--- config.mk ---
export PLATFORM = sky130hd
export DESIGN_NAME = index_onehot_driver
export DESIGN_NICKNAME = d
export VERILOG_FILES = /design/src/rtl/index_onehot_pkg.sv /design/src/rtl/index_onehot_hold_cnt.sv /design/src/rtl/index_onehot_driver.sv
export SDC_FILE = /design/constraint.sdc
export NUM_CORES = 1
export LEC_CHECK = 0
export CORE_AREA = 4 4 41 43
export DETAILED_ROUTE_END_ITERATION = 8
export DIE_AREA = 0 0 45 47
export GPL_TIMING_DRIVEN = 0
export PLACE_DENSITY = 0.59
export SYNTH_ARGS = -nofsm -noshare
export SYNTH_HDL_FRONTEND = slang
export SYNTH_SLANG_ARGS = --single-unit
--- constraint.sdc ---
create_clock -name clk -period 1.18 [get_ports clk]
set_clock_uncertainty 0.05 [all_clocks]
set_input_delay 0.236 -clock clk [delete_from_list [all_inputs] [get_ports clk]]
set_output_delay 0.236 -clock clk [all_outputs]
set_load 0.01 [all_outputs]
--- src/rtl/index_onehot_pkg.sv ---
// Shared types and helpers for the index-to-one-hot driver.
package index_onehot_pkg;

    typedef enum logic [1:0] {
        IDLE  = 2'd0,
        DRIVE = 2'd1,
        GAP   = 2'd2
    } drv_state_e;

    // Widest one-hot vector the decode helper can produce.
    localparam int ONEHOT_MAX = 256;

    // Decode idx to one-hot over 'width' outputs; out-of-range yields zero.
    function automatic logic [ONEHOT_MAX-1:0] idx_to_onehot(input logic [31:0] idx,
                                                           input int unsigned width);
        logic [ONEHOT_MAX-1:0] v;
        v = '0;
        if ((idx < width) && (idx < ONEHOT_MAX))
            v[idx[7:0]] = 1'b1;
        return v;
    endfunction

endpackage

--- src/rtl/index_onehot_hold_cnt.sv ---
// Loadable down-counter shared by the hold and gap phases; flags the last cycle.
module index_onehot_hold_cnt #(
    parameter int CW = 2
) (
    input  logic          clk,
    input  logic          rst_n,
    input  logic          i_load,
    input  logic [CW-1:0] i_load_val,
    output logic          o_last
);

    logic [CW-1:0] r_cnt;

    // Counts down to 1 within a phase, then parks at 0 once the phase ends.
    always_ff @(posedge clk or negedge rst_n) begin
        if (!rst_n)
            r_cnt <= '0;
        else if (i_load)
            r_cnt <= i_load_val;
        else if (r_cnt != '0)
            r_cnt <= r_cnt - 1'b1;
    end

    assign o_last = (r_cnt == CW'(1));

endmodule

--- src/rtl/index_onehot_driver.sv ---
// Accepts an encoded index, drives its one-hot decode for HOLD_CYCLES,
// then an optional all-zero gap of GAP_CYCLES before the next index.
module index_onehot_driver
    import index_onehot_pkg::*;
#(
    parameter  int NUM_OUT     = 4,
    parameter  int HOLD_CYCLES = 1,
    parameter  int GAP_CYCLES  = 0,
    localparam int IDX_W       = $clog2(NUM_OUT)
) (
    input  logic               clk,
    input  logic               rst_n,
    input  logic               in_valid,
    output logic               in_ready,
    input  logic [IDX_W-1:0]   in_idx,
    output logic [NUM_OUT-1:0] out_onehot,
    output logic               out_active,
    output logic               busy,
    output logic               err_oor
);

    localparam int MAX_CNT = (HOLD_CYCLES > GAP_CYCLES) ? HOLD_CYCLES : GAP_CYCLES;
    localparam int CW      = $clog2(MAX_CNT + 1);

    generate
        if (NUM_OUT < 2 || NUM_OUT > ONEHOT_MAX) begin : g_bad_num_out
            $error("index_onehot_driver: NUM_OUT must be in [2, ONEHOT_MAX]");
        end
        if (HOLD_CYCLES < 1) begin : g_bad_hold
            $error("index_onehot_driver: HOLD_CYCLES must be >= 1");
        end
        if (GAP_CYCLES < 0) begin : g_bad_gap
            $error("index_onehot_driver: GAP_CYCLES must be >= 0");
        end
    endgenerate

    drv_state_e          r_state, w_state_nxt;
    logic [NUM_OUT-1:0]  r_onehot, w_onehot_nxt, w_dec;
    logic                r_active, r_err;
    logic                w_last, w_load, w_acc, w_oor;
    logic [CW-1:0]       w_load_val;

    index_onehot_hold_cnt #(.CW(CW)) u_hold_cnt (
        .clk       (clk),
        .rst_n     (rst_n),
        .i_load    (w_load),
        .i_load_val(w_load_val),
        .o_last    (w_last)
    );

    // Ready depends only on registered state so upstream sees no comb loop.
    assign in_ready = (r_state == IDLE)
                    | ((r_state == DRIVE) & w_last & (GAP_CYCLES == 0))
                    | ((r_state == GAP) & w_last);

    assign w_acc = in_valid & in_ready;
    assign w_oor = (32'(in_idx) >= 32'(NUM_OUT));
    assign w_dec = NUM_OUT'(idx_to_onehot(32'(in_idx), NUM_OUT));

    always_comb begin
        w_state_nxt = r_state;
        w_load      = 1'b0;
        w_load_val  = CW'(HOLD_CYCLES);
        if (w_acc) begin
            if (w_oor) begin
                w_state_nxt = IDLE;
            end else begin
                w_state_nxt = DRIVE;
                w_load      = 1'b1;
            end
        end else begin
            case (r_state)
                DRIVE: if (w_last) begin
                    if (GAP_CYCLES > 0) begin
                        w_state_nxt = GAP;
                        w_load      = 1'b1;
                        w_load_val  = CW'(GAP_CYCLES);
                    end else begin
                        w_state_nxt = IDLE;
                    end
                end
                GAP:     if (w_last) w_state_nxt = IDLE;
                default: ;
            endcase
        end
    end

    // Out-of-range accepts decode to zero, so the vector simply clears.
    always_comb begin
        w_onehot_nxt = '0;
        if (w_acc)
            w_onehot_nxt = w_dec;
        else if (r_state == DRIVE && !w_last)
            w_onehot_nxt = r_onehot;
    end

    always_ff @(posedge clk or negedge rst_n) begin
        if (!rst_n) begin
            r_state  <= IDLE;
            r_onehot <= '0;
            r_active <= 1'b0;
            r_err    <= 1'b0;
        end else begin
            r_state  <= w_state_nxt;
            r_onehot <= w_onehot_nxt;
            r_active <= |w_onehot_nxt;
            r_err    <= w_acc & w_oor;
        end
    end

    assign out_onehot = r_onehot;
    assign out_active = r_active;
    assign err_oor    = r_err;
    assign busy       = (r_state != IDLE);

endmodule

[Yosys cells after proc, flatten, opt, wreduce, memory -nomap -nowiden]
Cells that the tools add are included.
Widths: inputs -> output; s select.
Operators by class
  add/sub/neg operators: 1
  order comparisons: 2
  equality and inequality tests: 2
  mux-type cells: 10
  bitwise operators: 5
  reduce and logical (&&, ||, !) cells: 10
Operators with widths (count)
  $lt 2x9->1 const B: 1
  $mux 4: 2
  $mux 2: 3
  $reduce_bool 2->1: 3
  $mux 1: 4
  $reduce_or 4->1: 1
  $and 1x1->1: 3
  $demux 1 s2: 1
  $eq 2x1->1 const B: 1
  $eq 2x2->1 const B: 1
  $ge 2x1->1 const B: 1
  $logic_and 1x1->1: 2
  $logic_not 2->1: 1
  $or 1x1->1: 2
  $reduce_and 2->1: 1
  $reduce_or 2->1: 1
  $logic_not 1->1: 1
  $sub 1x1->1 const B: 1
Storage, ports and cells
  flip-flop bits (word level): 8
  input bits: 5
  output and inout port bits: 8
  logic and storage cells: 34

[Depth between registers and ports, before layout]
Gate-level depths: netlist of run 1.
  word-level depth: 7
  mapped depth: 3
  depth with buffers taken out: 2

[Modules after synthesis]
From an unflattened synthesis of run 1, not the netlist that was laid out.
Second synthesis, totals
  cells, all modules: 25
  area, all modules: 315.3 um^2
By module, submodules not included
  index_onehot_driver: instances 1, cells each 23, area an instance 284.0 um^2, seq. area each 150.1 um^2
  index_onehot_hold_cnt: instances 1, cells each 2, area an instance 31.3 um^2, seq. area each 25.0 um^2

[Worst setup path before layout of run 1]
No wires, ideal clock.
  path type: flip-flop to flip-flop
  start point: register r_onehot[2], in the netlist out_onehot[2]
  end point: register r_active, in the netlist out_active
  library setup time: 0.125 ns
  arrival time: 1.158 ns
  data required time: 1.005 ns
  slack: -0.153 ns
  stages on the path, launching flop included: 3
  buffers on the path: 0
  period minus slack after synthesis: 1.333 ns
  cells stage by stage: dfrtp_1 > or4_1 > mux2_2
Between the ends
  cells in the longest elaborated chain, start to end: 3
RTL lines
  start, declared: RTL line index_onehot_driver.sv:38  | logic [NUM_OUT-1:0] r_onehot, w_onehot_nxt, w_dec;
  start signal, assigned: RTL line index_onehot_driver.sv:105  | r_onehot <= w_onehot_nxt;
  $mux 4: RTL line index_onehot_driver.sv:93  | else if (r_state == DRIVE && !w_last)
  $mux 4: RTL line index_onehot_driver.sv:91  | if (w_acc)
  $reduce_or 4->1: RTL line index_onehot_driver.sv:106  | r_active <= |w_onehot_nxt;
  end signal, assigned: RTL line index_onehot_driver.sv:106
  end, declared: RTL line index_onehot_driver.sv:39  | logic r_active, r_err;
Every way passes these cells.
A chain may end at the register's enable or synchronous reset.

[Worst setup path in the final report of run 1]
  start point: register r_onehot[3], in the netlist out_onehot[3]
  end point: register r_active, in the netlist out_active
Same word-level chain as after synthesis.

==> results of run 1 <==
[area by class of cell]
class	instances	area [µm²]	area share
Timing Repair Buffer	14	125	0.256
Tap cell	15	18.8	0.0384
Clock buffer	4	26.3	0.0537
Sequential cell	7	175	0.358
Buffer	2	18.8	0.0384
Multi-Input combinational cell	14	125	0.256
[cell families (layout without fill, tap and decap cells)]
kind of cell	after synthesis	after routing	share of synthesized area
multiplexers	5	5	0.184
other	1	1	0.0123
buffers and inverters	2	20	0.0410
AND/OR/NAND/NOR	8	8	0.189
flip-flops	7	7	0.574
[metrics by stage]
stage	setup WS [ps]	cells	total power [mW]	hold WS, ps
2_1_floorplan	-153	23	0.253	-110
3_5_place_dp	-269	49	0.275	476
4_1_cts	-151	54	0.502	198
6_report	-129	56	0.482	199
3_3_place_gp	-256	49	0.274	455
5_1_grt	-158	56	0.525	215
[metal layers]
layer | up-vias | part of all wire | routed length (µm)
met3 | 2 | 0.12 | 76
met5 | - | 0 | 0
met1 | 109 | 0.43 | 263
met2 | 13 | 0.43 | 263
li1 | 113 | - | -
met4 | 0 | 0.016 | 10
[where the power goes]
part / internal, mW / switching, mW / total, mW
registers: 0.241 / 0 / 0.241
clock network: 0.129 / 0.0828 / 0.211
logic: 0.0180 / 0.0123 / 0.0303
total: 0.387 / 0.0951 / 0.482
[registers in the layout (all words and copies together), names as in the netlist]
| name | count |
|---|---|
| r_state | 1 |
| out_active | 1 |
| u_hold_cnt.o_last | 1 |
| out_onehot | 4 |
[placed cells by master (no fill, tap or decap)]
| master | count |
|---|---|
| and2_1 | 1 |
| and3_1 | 1 |
| and3b_1 | 2 |
| buf_2 | 2 |
| buf_4 | 3 |
| buf_6 | 5 |
| clkbuf_1 | 1 |
| clkbuf_2 | 1 |
| clkbuf_4 | 3 |
| clkdlybuf4s15_1 | 1 |
| clkdlybuf4s50_1 | 4 |
| conb_1 | 1 |
| dfrtp_1 | 7 |
| mux2_2 | 5 |
| nand2b_1 | 1 |
| nand2b_4 | 1 |
| nor3b_1 | 1 |
| or4_1 | 1 |
[Yosys cell counts]
library cell,number
and2_1,1
and3_1,1
and3b_1,2
buf_2,1
buf_4,1
conb_1,1
dfrtp_1,7
mux2_2,5
nand2b_1,2
nor3b_1,1
or4_1,1
[worst paths after layout]
kind	from	to	slack, ps	depth (start not counted)
min reg2reg	out_onehot[1]	out_onehot[1]	480	1
max in group asynchronous	rst_n	out_active	640	1
min	rst_n	out_onehot[0]	200	1
min in group clk	out_onehot[1]	out_onehot[1]	480	1
max	out_onehot[3]	out_active	-130	2
max reg2reg	out_onehot[3]	out_active	-130	2
[repair_timing]
item                                   in CTS  in global routing
endpoints found under the hold margin       0                  0
cloned                                      0                  0
setup endpoints to repair                   8                  8
resized for setup                          24                  9
setup buffers                               1                  3
pin swaps                                   0                  1
==> metrics.cfg, run 1 <==
[setup_path]
critical_path.slowest_cell = or4_1
cp_data_arrival_time_ps = 1390
timing.critical_path.max_delay_family = simple AND/OR/NAND/NOR gates
critPathMaxStageDelay_ps = 490
path_max_fanout = 3
critPathKind = reg2reg
cp.required_ps = 1260
worstPathBufferInverterCount = 0
critical_path.startpoint_type = flip-flop
worstSetupEndpointType = flip-flop
worstPathCellList = or4_1 > mux2_2

[timing]
unrepaired_setup_endpoints_after_global_routing = yes
final-setup-viol-count = 6
timing.fmax_mhz = 764
hold_viol = 0
fin_crit_period_ps = 1310
setup_tns_ps = -244
maxSlewViolCount = 0
setup_ws_ps = -129
final_critical_path_share_of_the_clock_period = 1.11

[synthesis]
syn-cell-area_um2 = 305
syn_avg_cell_area_um2 = 13.3
yosys-top-cells-area = dfrtp_1 (57%), mux2_2 (18%), and3b_1 (5.7%)
syn_nets = 28
synth.distinct_cells = 11
ys.warnings.count = 0
yosysTopAreaCell = dfrtp_1
seq_area_frac_synth = 0.574
ys_seq_elements = 7
post_synth_inst_count = 23
synth_top_cell_area_share = 0.574

[global_route]
groute.layer.met1.usage = 0.0913
grt-ovfl-total = 0
grt_pass1_wl_mm = 1.13
grt.busiest_layer = met2
grt_pass1_vias = 254
largest_net_degree_at_the_start_of_global_routing = 9
grt_antenna_before_repair = 0
grt_util_met2 = 0.107
met3_usage_in_global_routing = 0.0536
groute.usage.overall = 0.0870

[status]
run_status = complete, but fails checks
violations = negative setup slack

[clock_network]
clk_path_buf_depth = 2
cts_inserted_buffers = 3
tritoncts = built
cts_hold_repair.buffers = 0
cts_num_sinks = 7
clk_pin_slew_worst_paths_ps = 50
cts-htree-levels = 1
worst_skew_late_latency_ps = 250
clockRootBuffer = clkbuf_4

[flow_run]
max_cap_viol_count = 0

[routing]
routed-via-count = 237
viasPerCell = 4.23
drt_drc_violations_left = 0
routed_wire_length_per_instance_um = 10.9
drt_iter0_markers = 4
antenna_left = 0
finalWirelength_um = 612
first_pass_iters = 3

[finish]
final_core_util = 0.376
stdcell_area_um2 = 489
flow.area_growth_from_synthesis_pct = 60.2
antenna_cells_inserted = 0
drive_above_1_share = 0.488
n_fill_cell = 133
nets = 47

[floorplan]
core.rowCount = 13
initial_utilization = 0.235
ios = 13
floorplan.die_area_um2 = 2120
fp.coreArea_um2 = 1300
die-width_um = 45
die_height_um = 47

[placement]
routability_driven_placement_congestion_ratio = 0.709
dp_hpwl_um = 442
place.port_buffers = 11
placed_cell_area_um2 = 434

[pwr]
p_per_area_nw_per_um2 = 986
power_leakage_nw = 0.259
vdd.ir_drop.worst_v = 0.000465

[min_path]
hp-class = in2async

Note: power is estimated with default switching activity, not from simulation.
==> run 2, diff against run 1 <==
--- a/config.mk
+++ b/config.mk
@@ -6,10 +6,12 @@
 export NUM_CORES = 1
 export LEC_CHECK = 0
 export CORE_AREA = 4 4 41 43
+export CTS_CLUSTER_DIAMETER = 40
 export DETAILED_ROUTE_END_ITERATION = 8
 export DIE_AREA = 0 0 45 47
 export GPL_TIMING_DRIVEN = 0
 export PLACE_DENSITY = 0.59
+export SETUP_SLACK_MARGIN = 0.05
 export SYNTH_ARGS = -nofsm -noshare
 export SYNTH_HDL_FRONTEND = slang
 export SYNTH_SLANG_ARGS = --single-unit
==> run 2 against run 1 <==
The run still ends with negative setup slack left. Register-to-register slack about the same. Design area increased by 3.1%. First-iteration DRC count decreased by 75%. Worst setup slack got worse by 9.9 ps. Global-route usage decreased by 0.81 points. Clock power about the same. Via count increased by 7.6%.
==> metrics.cfg, run 2 (same netlist as run 1, synthesis figures left out) <==
[status]
run_status = complete, but fails checks
violations = negative setup slack

[finish]
final_common_cell = dfrtp_1
largest_register_ff_count = 4
layoutNonFillerInstCount = 58
drive_above_1_share = 0.512
layout_common_cells = dfrtp_1 (7), buf_6 (6), mux2_2 (4), clkdlybuf4s50_1 (4), buf_2 (4)
flow.area_growth_from_synthesis_pct = 65.2
n_fill_cell = 136
antenna_cells_inserted = 0
nets = 49

[timing]
setup_ws_ps = -139
hold_viol = 0
fin_crit_period_ps = 1320
unrepaired_setup_endpoints_after_global_routing = yes
final_critical_path_share_of_the_clock_period = 1.12
setup_tns_ps = -356
maxSlewViolCount = 0
timing.fmax_mhz = 758
final-setup-viol-count = 4

[global_route]
grt_antenna_before_repair = 0
largest_net_degree_at_the_start_of_global_routing = 9
grt_pass1_wl_mm = 1.03
groute.usage.overall = 0.0789
grt_util_met2 = 0.116
met3_usage_in_global_routing = 0.0383
groute.layer.met1.usage = 0.0769
grt-ovfl-total = 0
grt.busiest_layer = met2
grt_pass1_vias = 244

[clock_network]
cts-htree-levels = 1
clk_path_buf_depth = 2
tritoncts = built
clk_pin_slew_worst_paths_ps = 50
cts_inserted_buffers = 3
worst_skew_late_latency_ps = 240
cts_num_sinks = 7
clockRootBuffer = clkbuf_4

[floorplan]
die-width_um = 45
fp.coreArea_um2 = 1300
core.rowCount = 13
initial_utilization = 0.235
ios = 13
die_height_um = 47
floorplan.die_area_um2 = 2120

[routing]
viasPerCell = 4.40
drt_iter0_markers = 1
finalWirelength_um = 635
routed-via-count = 255
antenna_left = 0
routed_wire_length_per_instance_um = 10.9
first_pass_iters = 3
drt_drc_violations_left = 0

[setup_path]
reg2regPathDepth = 2
path_max_fanout = 2
cp-startpoint = out_onehot[3]
worstSetupEndpointType = flip-flop
r2r-start = out_onehot[3]
critPathKind = reg2reg
cp_data_arrival_time_ps = 1400
critical_path.startpoint_type = flip-flop
cp.required_ps = 1260

[placement]
place.port_buffers = 11
routability_driven_placement_congestion_ratio = 0.695
dpl.cell_count = 49

[pwr]
power_leakage_nw = 0.271
p_per_area_nw_per_um2 = 958
vdd.ir_drop.worst_v = 0.000612

[flow_run]
max_cap_viol_count = 0

[min_path]
hp-class = in2async

run 2: final cells by class:
| cell class | count | area (µm²) | share of cell area |
|---|---|---|---|
| flip-flops and latches | 7 | 175 | 0.347 |
| repair buffers | 16 | 144 | 0.285 |
| multi-input cells | 14 | 121 | 0.241 |
| clock buffers | 4 | 26.3 | 0.0521 |
| plain buffers | 2 | 18.8 | 0.0372 |
| well taps | 15 | 18.8 | 0.0372 |
run 2: repair_timing:
action / CTS / global route
hold buffers: 0 / 0
cloned: 0 / 0
buffers inserted: 3 / 3
pin swaps: 0 / 1
setup endpoints to repair: 8 / 8
resized for setup: 30 / 7
run 2: per-stage QoR:
stage	area, µm²	setup WS, ps	utilization	power, mW	hold slack (ps)
finish	504	-139	0.388	0.483	201
global route	504	-159	0.388	0.515	225
CTS	475	-140	0.365	0.495	202
detailed placement	437	-233	0.336	0.275	468
global placement	437	-211	0.336	0.274	458
floorplan	308	-153	-	0.253	-110
run 2: path summary, 6_finish.rpt:
path,end,slack [ps]
max,out_active,-140
max in group asynchronous,out_onehot[3],640
min in group clk,out_onehot[0],490
max reg2reg,out_active,-140
min,u_hold_cnt.o_last,200
min reg2reg,out_onehot[0],490
run 2: power by group:
part | switching, mW | total [mW] | internal (mW)
sequential | 0 | 0.240 | 0.240
combinational | 0.0127 | 0.0308 | 0.0181
clock | 0.0832 | 0.212 | 0.129
run 2: worst max-delay path: stages (launching register included):
cell and delay, ps:
dfrtp_1 370, or4_1 510, mux2_4 270
run 2: per-layer routing:
metal,up-vias,share of wire
met5,-,0
met4,0,0.014
met3,2,0.11
met2,13,0.46
met1,124,0.40
li1,116,-
